$ cat config.mk
export PLATFORM = sky130hd
export DESIGN_NAME = mux_display_scan_drv
export DESIGN_NICKNAME = d
export VERILOG_FILES = /design/src/rtl/mux_display_scan_drv.sv
export SDC_FILE = /design/constraint.sdc
export NUM_CORES = 1
export LEC_CHECK = 0
export CORE_UTILIZATION = 61
export DETAILED_ROUTE_END_ITERATION = 8
export HOLD_SLACK_MARGIN = 0.05
export PLACE_DENSITY = 0.94
export SYNTH_ARGS = -nofsm -noshare
export SYNTH_HDL_FRONTEND = slang
export SYNTH_SLANG_ARGS = --single-unit
$ cat constraint.sdc
create_clock -name i_CLK -period 6.25 [get_ports i_CLK]
set_clock_uncertainty 0.15 [all_clocks]
set_input_delay 1.25 -clock i_CLK [delete_from_list [all_inputs] [get_ports i_CLK]]
set_output_delay 1.25 -clock i_CLK [all_outputs]
set_load 0.01 [all_outputs]
$ cat src/rtl/mux_display_scan_drv.sv
// Purpose: time-multiplexed N-digit 8-segment scan driver with hex/raw decode, LZ blanking, PWM, dead time.
// Latency: o_Drains/o_Segs registered one clock after the counter state producing them; o_Frame one clock after boundary.
// Backpressure: none; i_Data_DV always accepted into pending buffer (last write wins), applied at frame boundary.
module mux_display_scan_drv #(
    parameter int N_DIGITS      = 4,
    parameter int SCAN_DIV      = 65536,
    parameter int DEAD_CYCLES   = 16,
    parameter int PWM_BITS      = 4,
    parameter int DRAIN_ACT_LOW = 1,
    parameter int SEG_ACT_LOW   = 0
) (
    input  logic                  i_CLK,
    input  logic                  i_RST_N,
    input  logic [8*N_DIGITS-1:0] i_Data,
    input  logic [N_DIGITS-1:0]   i_Dp,
    input  logic                  i_Raw_Mode,
    input  logic                  i_Lz_Blank,
    input  logic                  i_Data_DV,
    input  logic [PWM_BITS-1:0]   i_Brightness,
    output logic [N_DIGITS-1:0]   o_Drains,
    output logic [7:0]            o_Segs,
    output logic                  o_Frame
);

    localparam int SW = (SCAN_DIV > 1) ? $clog2(SCAN_DIV) : 1;
    localparam int DW = (N_DIGITS > 1) ? $clog2(N_DIGITS) : 1;
    localparam logic [SW-1:0]       SLOT_LAST = SW'(SCAN_DIV - 1);
    localparam logic [SW-1:0]       DEAD_END  = SW'(DEAD_CYCLES);
    localparam logic [DW-1:0]       DIG_LAST  = DW'(N_DIGITS - 1);
    localparam logic [N_DIGITS-1:0] DRAIN_OFF = (DRAIN_ACT_LOW != 0) ? '1 : '0;
    localparam logic [7:0]          SEG_OFF   = (SEG_ACT_LOW != 0) ? 8'hFF : 8'h00;

    function automatic logic [6:0] hex7(input logic [3:0] n);
        case (n)
            4'h0: hex7 = 7'h3F;  4'h1: hex7 = 7'h06;  4'h2: hex7 = 7'h5B;  4'h3: hex7 = 7'h4F;
            4'h4: hex7 = 7'h66;  4'h5: hex7 = 7'h6D;  4'h6: hex7 = 7'h7D;  4'h7: hex7 = 7'h07;
            4'h8: hex7 = 7'h7F;  4'h9: hex7 = 7'h6F;  4'hA: hex7 = 7'h77;  4'hB: hex7 = 7'h7C;
            4'hC: hex7 = 7'h39;  4'hD: hex7 = 7'h5E;  4'hE: hex7 = 7'h79;  default: hex7 = 7'h71;
        endcase
    endfunction

    logic [SW-1:0]         slot_cnt_q, slot_cnt_d;
    logic [DW-1:0]         digit_q, digit_d;
    logic [PWM_BITS-1:0]   pwm_cnt_q, pwm_cnt_d;
    logic [8*N_DIGITS-1:0] pend_data_q, pend_data_d, act_data_q, act_data_d;
    logic [N_DIGITS-1:0]   pend_dp_q, pend_dp_d, act_dp_q, act_dp_d;
    logic                  pend_raw_q, pend_raw_d, act_raw_q, act_raw_d;
    logic                  pend_lz_q, pend_lz_d, act_lz_q, act_lz_d;
    logic                  pend_vld_q, pend_vld_d;
    logic [N_DIGITS-1:0]   drains_q, drains_d;
    logic [7:0]            segs_q, segs_d;
    logic                  frame_q, frame_d;

    logic                  boundary;
    logic [7:0]            cur_byte;
    logic                  cur_dp;
    logic                  cur_blank;
    logic                  upper_zero;
    logic                  drain_on;
    logic [N_DIGITS-1:0]   drn_sel;
    logic [7:0]            pat;

    // Select the current digit's byte/dp and decide leading-zero blanking from the active buffer.
    always_comb begin
        cur_byte   = '0;
        cur_dp     = 1'b0;
        cur_blank  = 1'b0;
        upper_zero = 1'b1;
        for (int k = N_DIGITS - 1; k >= 0; k--) begin
            upper_zero = upper_zero & (act_data_q[8*k +: 4] == 4'h0);
            if (DW'(k) == digit_q) begin
                cur_byte  = act_data_q[8*k +: 8];
                cur_dp    = act_dp_q[k];
                cur_blank = upper_zero && (k != 0);
            end
        end
    end

    // Next-state for counters, buffers and the registered drain/segment/frame outputs.
    always_comb begin
        boundary    = (slot_cnt_q == SLOT_LAST) && (digit_q == DIG_LAST);
        slot_cnt_d  = (slot_cnt_q == SLOT_LAST) ? '0 : slot_cnt_q + SW'(1);
        digit_d     = digit_q;
        if (slot_cnt_q == SLOT_LAST) begin
            digit_d = (digit_q == DIG_LAST) ? '0 : digit_q + DW'(1);
        end
        pwm_cnt_d   = pwm_cnt_q + PWM_BITS'(1);

        act_data_d  = act_data_q;
        act_dp_d    = act_dp_q;
        act_raw_d   = act_raw_q;
        act_lz_d    = act_lz_q;
        pend_data_d = pend_data_q;
        pend_dp_d   = pend_dp_q;
        pend_raw_d  = pend_raw_q;
        pend_lz_d   = pend_lz_q;
        pend_vld_d  = pend_vld_q;
        frame_d     = boundary && pend_vld_q;

        // Transfer uses the old pending contents; a same-clock capture stays pending.
        if (boundary && pend_vld_q) begin
            act_data_d = pend_data_q;
            act_dp_d   = pend_dp_q;
            act_raw_d  = pend_raw_q;
            act_lz_d   = pend_lz_q;
            pend_vld_d = 1'b0;
        end
        if (i_Data_DV) begin
            pend_data_d = i_Data;
            pend_dp_d   = i_Dp;
            pend_raw_d  = i_Raw_Mode;
            pend_lz_d   = i_Lz_Blank;
            pend_vld_d  = 1'b1;
        end

        if (act_raw_q) begin
            pat = {cur_byte[7] | cur_dp, cur_byte[6:0]};
        end else if (act_lz_q && cur_blank) begin
            pat = {cur_dp, 7'h00};
        end else begin
            pat = {cur_dp, hex7(cur_byte[3:0])};
        end
        segs_d = (SEG_ACT_LOW != 0) ? ~pat : pat;

        drain_on = (slot_cnt_q >= DEAD_END) && (pwm_cnt_q < i_Brightness);
        drn_sel  = '0;
        for (int k = 0; k < N_DIGITS; k++) begin
            drn_sel[k] = drain_on && (DW'(k) == digit_q);
        end
        drains_d = (DRAIN_ACT_LOW != 0) ? ~drn_sel : drn_sel;
    end

    // State register; reset forces outputs inactive immediately.
    always_ff @(posedge i_CLK or negedge i_RST_N) begin
        if (!i_RST_N) begin
            slot_cnt_q  <= '0;
            digit_q     <= '0;
            pwm_cnt_q   <= '0;
            pend_data_q <= '0;
            pend_dp_q   <= '0;
            pend_raw_q  <= 1'b0;
            pend_lz_q   <= 1'b0;
            pend_vld_q  <= 1'b0;
            act_data_q  <= '0;
            act_dp_q    <= '0;
            act_raw_q   <= 1'b0;
            act_lz_q    <= 1'b0;
            drains_q    <= DRAIN_OFF;
            segs_q      <= SEG_OFF;
            frame_q     <= 1'b0;
        end else begin
            slot_cnt_q  <= slot_cnt_d;
            digit_q     <= digit_d;
            pwm_cnt_q   <= pwm_cnt_d;
            pend_data_q <= pend_data_d;
            pend_dp_q   <= pend_dp_d;
            pend_raw_q  <= pend_raw_d;
            pend_lz_q   <= pend_lz_d;
            pend_vld_q  <= pend_vld_d;
            act_data_q  <= act_data_d;
            act_dp_q    <= act_dp_d;
            act_raw_q   <= act_raw_d;
            act_lz_q    <= act_lz_d;
            drains_q    <= drains_d;
            segs_q      <= segs_d;
            frame_q     <= frame_d;
        end
    end

    assign o_Drains = drains_q;
    assign o_Segs   = segs_q;
    assign o_Frame  = frame_q;

endmodule

Word level (Yosys, flattened, before mapping)
Memories as Yosys holds them, arrays and structs flattened.
Index checks and enable logic that the tools add are counted.
Widths: inputs -> output; s select.
{"block": "word_totals", "mem_count": 1, "wordCells": 61, "ff_bits": 112, "input_bits": 45, "romBits": 112}
{"block": "op_classes", "bitwise": 4, "order_cmp": 2, "n_eq_ne": 5, "n_mux": 18, "addsub": 3, "reduce_logical": 13}
{"name": "(no name shown)", "words": 16, "word_bits": 7, "read_ports": 1, "rd_ports_with_merged_regs": 0, "wr": 0, "line_no": "34", "source": "case (n)"}
{"op": "$mux 8", "count": 5}
{"op": "$add 16x1->16 const B", "count": 1}
{"op": "$eq 16x16->1 const B", "count": 1}
{"op": "$ge 16x5->1 const B", "count": 1}
{"op": "$mux 16", "count": 1}
{"op": "$logic_not 4->1", "count": 3}
{"op": "$mux 1", "count": 10}
{"op": "$logic_and 1x1->1", "count": 8}
{"op": "$mux 7", "count": 1}
{"op": "$add 4x1->4 const B", "count": 1}
{"op": "$eq 2x2->1 const A", "count": 2}
{"op": "$lt 4x4->1", "count": 1}
{"op": "$not 4->4", "count": 1}
{"op": "$add 2x1->2 const B", "count": 1}
{"op": "$and 1x1->1", "count": 2}
{"op": "$eq 1x2->1 const A", "count": 1}
{"op": "$eq 2x2->1 const B", "count": 1}
{"op": "$logic_not 2->1", "count": 1}
{"op": "$mux 2", "count": 1}
{"op": "$reduce_bool 2->1", "count": 1}
{"op": "$or 1x1->1", "count": 1}

Longest topological paths before layout
Gate-level depths: netlist of the first run.
{"block": "depth", "depth_word": 8, "ltp_mapped": 10, "depth_no_buf": 10}

Worst setup path after synthesis of the first run
Ideal clock, no wire load.
{"block": "synth_path", "kind": "reg2reg", "startpoint": "register digit_q[0]", "endpoint": "register segs_q[3], in the netlist o_Segs[3]", "arrival_time_ns": 2.349, "stages_incl_launch_ff": 11, "path_slack_ns": 3.623, "n_path_buf": 1, "cell_sequence": "dfrtp_1 > inv_1 > ha_1 > buf_6 > nand3b_1 > a31oi_1 > inv_1 > ha_1 > or3_1 > a31oi_1 > a31oi_1"}
{"block": "synth_between", "elab_chain_len": 8, "elab_cells_between_ends": 16}
{"item": "from (decl)", "line_no": "43", "source": "logic [DW-1:0] digit_q, digit_d;"}
{"item": "from (signal assigned)", "line_no": "153", "source": "digit_q <= digit_d;"}
{"item": "$eq 2x2->1", "line_no": "71", "source": "if (DW'(k) == digit_q) begin"}
{"item": "$mux 8 or $mux 1 (tied branches) (4 in series)", "line_no": "71"}
{"item": "$mem_v2 16x7 or $logic_and 1x1->1 (tied branches)"}
{"item": "$mux 7", "line_no": "118", "source": "end else if (act_lz_q && cur_blank) begin"}
{"item": "$mux 8 *", "line_no": "116", "source": "if (act_raw_q) begin"}
{"item": "via pat[3]", "line_no": "61", "source": "logic [7:0] pat;"}
{"item": "to (signal assigned)", "line_no": "165", "source": "segs_q <= segs_d;"}
{"item": "to (decl)", "line_no": "51", "source": "logic [7:0] segs_q, segs_d;"}
Mark *: on every way through the listed nets, which the timed path passes. The rest lies on a longest branch.
A chain may end at the register's enable or synchronous reset.

Final worst setup path of the first run
Same ends and word-level chain as after synthesis.

==> flow_summary.json, run 1 <==
{
  "cp_top_family": "adder cells",
  "cts_buffer_depth": 2,
  "hold_viol_final": 0,
  "sw_frac_of_total": 0.226,
  "tns_ns": 0,
  "holdBufCountCts": 0,
  "h-tree-depth": 3,
  "antenna_found_initial": 0,
  "worst-r2r-setup-slack_ns": 2.97,
  "vias": 3285,
  "io_buffers": 57,
  "intPower_mw": 1.03,
  "clockRootBuffer": "clkbuf_8",
  "path_max_fanout": 16,
  "synth.avg_cell_area_um2": 13.4,
  "worstPathCellList": "inv_1 -> ha_1 -> nand2b_1 -> o22ai_1 -> a31oi_1 -> inv_1 -> ha_1 -> or3_1 -> a31oi_1 -> a31oi_1",
  "wirelength_mm": 10.4,
  "ys_seq_area_frac": 0.532,
  "startpoint_type": "register",
  "max_freq_mhz": 305,
  "synth_top_area_frac": 0.512,
  "p_per_area_nw_per_um2": 220,
  "antenna_cells": 0,
  "async_reset_ff_frac": 1.00,
  "vias_per_cell": 5.90,
  "synth_commonest_cells": "108 x dfrtp_1, 38 x mux2_2, 37 x mux2_4, 25 x nand2_1, 16 x ha_1",
  "die_h_um": 95.0,
  "crit_type": "register to register",
  "core-area_um2": 8300,
  "fin_crit_ns": 3.28,
  "status": "finished, final reports clean",
  "synth.area.top_cells": "dfrtp_1 51%, mux2_4 11%, mux2_2 8.1%",
  "hp-class": "register to register",
  "rows": 33,
  "min_period_over_period": 0.524,
  "yosysUniqueCellTypes": 60,
  "grt_max_degree": 63,
  "syn_nets": 456,
  "grt_util_all_layers": 0.258,
  "synthFlopType": "dfrtp_1",
  "worstPathRequired_ns": 6.34,
  "firstDrtPassIters": 4,
  "synth-edff-count": 0,
  "drtIter0Drc": 253,
  "drtAntennaViolNets": 0,
  "p_leak_nw": 2.69,
  "wl_per_cell_um": 18.6,
  "gp_congestion": 0.868,
  "cts-buffers-inserted": 9,
  "n_fill_cell": 526,
  "dp_hpwl_mm": 7.04,
  "rsz0062_at_grt": "false",
  "cp-end-kind": "register",
  "top_level_ports": 58,
  "maxCapViolCount": 0,
  "finalPower_mw": 1.33,
  "die_x_um": 95.0,
  "start_util": 0.636,
  "ys_warn_count": 0,
  "max_slew_margin": 0.439,
  "pwr-share-seq": 0.575,
  "slew_viol_final": 0,
  "cts-resized-gates": 0,
  "worstMarginPinSlew_ns": 0.841,
  "max_stage_delay_ns": 0.52,
  "vdd_drop_max_mv": 0.135,
  "nets": 508,
  "worstPathArrival_ns": 3.37,
  "yosys.area.top_type": "dfrtp_1",
  "cp_num_buf_inv": 2,
  "dieArea_um2": 9030,
  "syn_area_um2": 5280,
  "clock_latency_ns": 0.38,
  "grt_pass1_wl_mm": 17.3,
  "postCtsSetupBuffers": 0,
  "cts_tree": "done",
  "path_clk_slew_ns": 0.11,
  "drive_gt1_frac": 0.257,
  "synth_cells": 395,
  "synth-seq-cells": 112,
  "grt_pass1_vias": 3410,
  "cpMostUsedCell": "a31oi_1",
  "cts_num_sinks": 112,
  "crit_path_top_delay_cell": "ha_1",
  "clkPwrFrac": 0.367,
  "grt-ovfl-total": 0,
  "pwr-share-comb": 0.058,
  "switching_power_mw": 0.301,
  "hold_ws_ns": 0.346,
  "setup_violations": 0,
  "syn_to_final_growth_pct": 14.6,
  "synth.most_common_cell": "dfrtp_1",
  "drc": 0
}
power by group through the flow:
stage	Combinational (mW)	Clock, mW	Sequential (mW)
after floorplan	0.0320	0	0.772
after global placement	0.0744	0	0.776
after detailed placement	0.0779	0	0.779
after CTS	0.0785	0.489	0.765
after global routing	0.0848	0.519	0.768
final	0.0766	0.488	0.765
placed cells by master, fill, tap and decap left out, types with 2 or more instances in the layout:
master,instances
dfrtp_1,108
clkdlybuf4s50_1,55
mux2_2,38
mux2_4,37
nand2_1,25
ha_1,16
nor2_1,14
inv_1,13
a21oi_1,12
o21ai_0,10
nand3_1,9
xor2_1,9
clkbuf_8,9
nor4_1,6
xnor2_1,6
nand3b_1,5
a21o_1,5
a31oi_1,4
and3_2,4
dfstp_2,4
nand2b_1,3
nor2b_1,3
nor3_1,3
o21ai_1,3
buf_4,3
a211o_1,2
mux2i_1,2
o21a_1,2
or3_1,2
a32o_1,2
o32a_1,2
and3_1,2
a22oi_1,2
inv_6,2
bufinv_16,2
per-layer routing:
layer	vias up	wire length [um]	share of wire	track usage
met5	-	0	0	0
met4	0	228	0.022	0.0985
met3	19	499	0.048	0.0407
met2	117	5230	0.50	0.435
met1	1641	4410	0.43	0.338
li1	1508	-	-	-
worst paths after layout:
check / from / endpoint / cells after the start
min in group asynchronous: i_RST_N / pend_dp_q[1]$_DFFE_PN0P_ / 1
min: pwm_cnt_q[0]$_DFF_PN0_ / pwm_cnt_q[0]$_DFF_PN0_ / 1
max reg2reg: digit_q[0]$_DFFE_PN0N_ / o_Segs[3]$_DFF_PN0_ / 10
min reg2reg: pwm_cnt_q[0]$_DFF_PN0_ / pwm_cnt_q[0]$_DFF_PN0_ / 1
max in group asynchronous: i_RST_N / pwm_cnt_q[3]$_DFF_PN0_ / 2
max: digit_q[0]$_DFFE_PN0N_ / o_Segs[3]$_DFF_PN0_ / 10
per-stage QoR:
| step | utilization | instance area, um2 | std cells | setup slack, ns |
|---|---|---|---|---|
| global placement | 0.701 | 5820 | 541 | 3.24 |
| CTS | 0.728 | 6050 | 557 | 2.99 |
| finish | 0.728 | 6050 | 557 | 2.97 |
| global route | 0.728 | 6050 | 557 | 2.66 |
| floorplan | - | 5280 | 395 | 3.62 |
| detailed placement | 0.701 | 5820 | 541 | 3.01 |
cell type report:
cell class              instances  area (um2)  share of cell area
flip-flops and latches        112        2810               0.464
multi-input cells             252        2250               0.373
repair buffers                 59         578              0.0956
well taps                     105         131              0.0217
clock buffers                   9         124              0.0205
clock inverters                 7         103              0.0170
inverters                      13        48.8             0.00807
flip-flops by register name (all words and copies together) (netlist names):
| signal | cells |
|---|---|
| o_Segs | 8 |
| pend_dp_q | 4 |
| pend_raw_q | 1 |
| digit_q | 2 |
| o_Frame | 1 |
| act_raw_q | 1 |
| act_lz_q | 1 |
| act_data_q | 32 |
| pend_lz_q | 1 |
| slot_cnt_q | 16 |
| pend_vld_q | 1 |
| act_dp_q | 4 |
| pwm_cnt_q | 4 |
| pend_data_q | 32 |
| o_Drains | 4 |
logic make-up after synthesis:
| family | share of synthesized area |
|---|---|
| XOR/XNOR | 0.0249 |
| flip-flops | 0.532 |
| buffers and inverters | 0.0413 |
| AND/OR/NAND/NOR | 0.0960 |
| adder cells (fa/ha/maj) | 0.0379 |
| AO/OA/AOI/OAI | 0.0778 |
| multiplexers | 0.190 |
No activity file was read; power rests on OpenSTA's default activity.
==> inputs of run 2 (changes only) <==
--- a/config.mk
+++ b/config.mk
@@ -5,10 +5,10 @@
 export SDC_FILE = /design/constraint.sdc
 export NUM_CORES = 1
 export LEC_CHECK = 0
-export CORE_UTILIZATION = 61
+export CORE_UTILIZATION = 56
 export DETAILED_ROUTE_END_ITERATION = 8
 export HOLD_SLACK_MARGIN = 0.05
-export PLACE_DENSITY = 0.94
+export PLACE_DENSITY = 0.88
 export SYNTH_ARGS = -nofsm -noshare
 export SYNTH_HDL_FRONTEND = slang
 export SYNTH_SLANG_ARGS = --single-unit
==> constraint.sdc (replaced) <==
create_clock -name i_CLK -period 3.2 [get_ports i_CLK]
set_clock_uncertainty 0.15 [all_clocks]
set_input_delay 0.64 -clock i_CLK [delete_from_list [all_inputs] [get_ports i_CLK]]
set_output_delay 0.64 -clock i_CLK [all_outputs]
set_load 0.01 [all_outputs]
==> run 2 against run 1 <==
Compared with the run above: clock power rose by 72%; non-clock buffer count grew 6; sequential share of layout area shrank 0.34 points; global-route usage down 3.7 points; flip-flop and latch count stayed put; die area increased by 8.7%; via count grew 0.67%; first-iteration DRC count fell by 20%; final cell count increased by 2.2%; fmax increased by 10%; largest cell class unchanged.
==> flow_summary.json, run 2 (synthesis gave the netlist of run 1 again) <==
{
  "nets": 514,
  "max_slew_margin": 0.416,
  "setup_violations": 0,
  "clockRootBuffer": "clkbuf_8",
  "startpoint_type": "register",
  "slew_viol_final": 0,
  "maxCapViolCount": 0,
  "start_util": 0.574,
  "top_level_ports": 58,
  "dp.cells": 553,
  "h-tree-depth": 3,
  "fin_area_um2": 6090,
  "p_per_area_nw_per_um2": 407,
  "tns_ns": 0,
  "utilization": 0.662,
  "grt_util_all_layers": 0.221,
  "io_buffers": 57,
  "grt-ovfl-total": 0,
  "die_x_um": 99.1,
  "top_regs": "act_data_q x32, pend_data_q x32, slot_cnt_q x16",
  "cp-end-kind": "register",
  "rows": 35,
  "drive_gt1_frac": 0.271,
  "wl_per_cell_um": 17.6,
  "dpl_cell_area_um2": 5880,
  "dieArea_um2": 9820,
  "reg2reg_depth": 10,
  "antenna_found_initial": 0,
  "vias": 3307,
  "clock_latency_ns": 0.38,
  "drc": 0,
  "worstMarginPinSlew_ns": 0.876,
  "antenna_cells": 0,
  "cts_tree": "done",
  "path_max_fanout": 12,
  "fin_crit_ns": 2.98,
  "layout_commonest_cell": "dfrtp_1",
  "final_cell_mix": "108 x dfrtp_1, 55 x clkdlybuf4s50_1, 38 x mux2_2, 37 x mux2_4, 25 x nand2_1",
  "grt_max_degree": 65,
  "gp_congestion": 0.921,
  "n_fill_cell": 660,
  "path_clk_slew_ns": 0.10,
  "p_leak_nw": 2.70,
  "dp_hpwl_mm": 7.20,
  "min_period_over_period": 0.931,
  "max_freq_mhz": 336,
  "syn_to_final_growth_pct": 15.4,
  "postCtsSetupBuffers": 0,
  "firstDrtPassIters": 4,
  "cts-buffers-inserted": 9,
  "crit_type": "register to register",
  "r2r_end": "o_Segs[3]$_DFF_PN0_",
  "drtAntennaViolNets": 0,
  "grt_pass1_wl_mm": 16.7,
  "worstPathRequired_ns": 3.29,
  "cts_num_sinks": 112,
  "vdd_drop_max_mv": 0.223,
  "worstPathArrival_ns": 3.07,
  "vias_per_cell": 5.81,
  "grt_pass1_vias": 3448,
  "hold_viol_final": 0,
  "die_h_um": 99.1,
  "cts_buffer_depth": 2,
  "rr_startpoint": "digit_q[0]$_DFFE_PN0N_",
  "wirelength_mm": 10.0,
  "drtIter0Drc": 202,
  "instances_no_fill": 569,
  "status": "finished, final reports clean",
  "hp-class": "input pin to asynchronous set/reset pin",
  "core-area_um2": 9200,
  "worst-r2r-setup-slack_ns": 0.22
}
[run 2: power by group]
group	leakage (nW)	switching, mW	internal, mW
Clock	0.0994	0.475	0.362
Sequential	1.41	0.0280	1.46
Combinational	1.20	0.0572	0.0944
Total	2.70	0.560	1.92
[run 2: repair_timing]
item,CTS,global route
hold buffers,0,0
endpoints found under the setup margin,0,5
resized for setup,0,2
[run 2: per-stage QoR]
step	power, mW	setup slack [ns]	hold WS [ns]
floorplan	1.57	0.573	0.194
global placement	1.67	0.326	0.309
detailed placement	1.68	0.129	0.319
CTS	2.50	0.0968	0.210
global route	2.57	-0.0239	0.238
finish	2.48	0.222	0.176
[run 2: critical path: stages (launching register included)]
cell	delay [ns]
dfrtp_1	0.44
inv_1	0.12
ha_1	0.40
nand2b_1	0.21
o22ai_1	0.12
a31oi_2	0.30
inv_1	0.19
ha_1	0.33
or3_1	0.37
a31oi_1	0.16
a31oi_1	0.05
[run 2: worst max-delay path by stage]
stage	end	from	cells past startpoint
2_1_floorplan	o_Segs[3]$_DFF_PN0_	digit_q[0]$_DFFE_PN0N_	10
3_3_place_gp	o_Segs[3]$_DFF_PN0_	digit_q[0]$_DFFE_PN0N_	10
3_5_place_dp	o_Segs[3]$_DFF_PN0_	digit_q[0]$_DFFE_PN0N_	10
4_1_cts	o_Segs[3]$_DFF_PN0_	digit_q[0]$_DFFE_PN0N_	10
5_1_grt	o_Segs[3]$_DFF_PN0_	digit_q[1]$_DFFE_PN0N_	10
6_report	o_Segs[3]$_DFF_PN0_	digit_q[0]$_DFFE_PN0N_	10
[run 2: layout make-up]
class	count	area [um2]	share of cell area
clock buffers	9	124	0.0203
clock inverters	7	70.1	0.0115
inverters	13	48.8	0.00801
multi-input cells	252	2270	0.372
flip-flops and latches	112	2810	0.461
well taps	111	139	0.0228
repair buffers	65	636	0.104
[run 2: routing by layer]
metal | part of all wire | global-route usage | vias to the layer above
met5 | 0 | 0 | -
met4 | 0.023 | 0.0984 | 0
met3 | 0.045 | 0.0411 | 19
met2 | 0.49 | 0.366 | 92
met1 | 0.44 | 0.286 | 1678
li1 | - | - | 1518
==> inputs of run 3 (changes only) <==
--- a/config.mk
+++ b/config.mk
@@ -9,6 +9,7 @@
 export DETAILED_ROUTE_END_ITERATION = 8
 export HOLD_SLACK_MARGIN = 0.05
 export PLACE_DENSITY = 0.88
+export SKIP_LAST_GASP = 1
 export SYNTH_ARGS = -nofsm -noshare
 export SYNTH_HDL_FRONTEND = slang
 export SYNTH_SLANG_ARGS = --single-unit
==> results of run 3 <==
No change in the layout: final DEF, timing and power equal those of run 2.
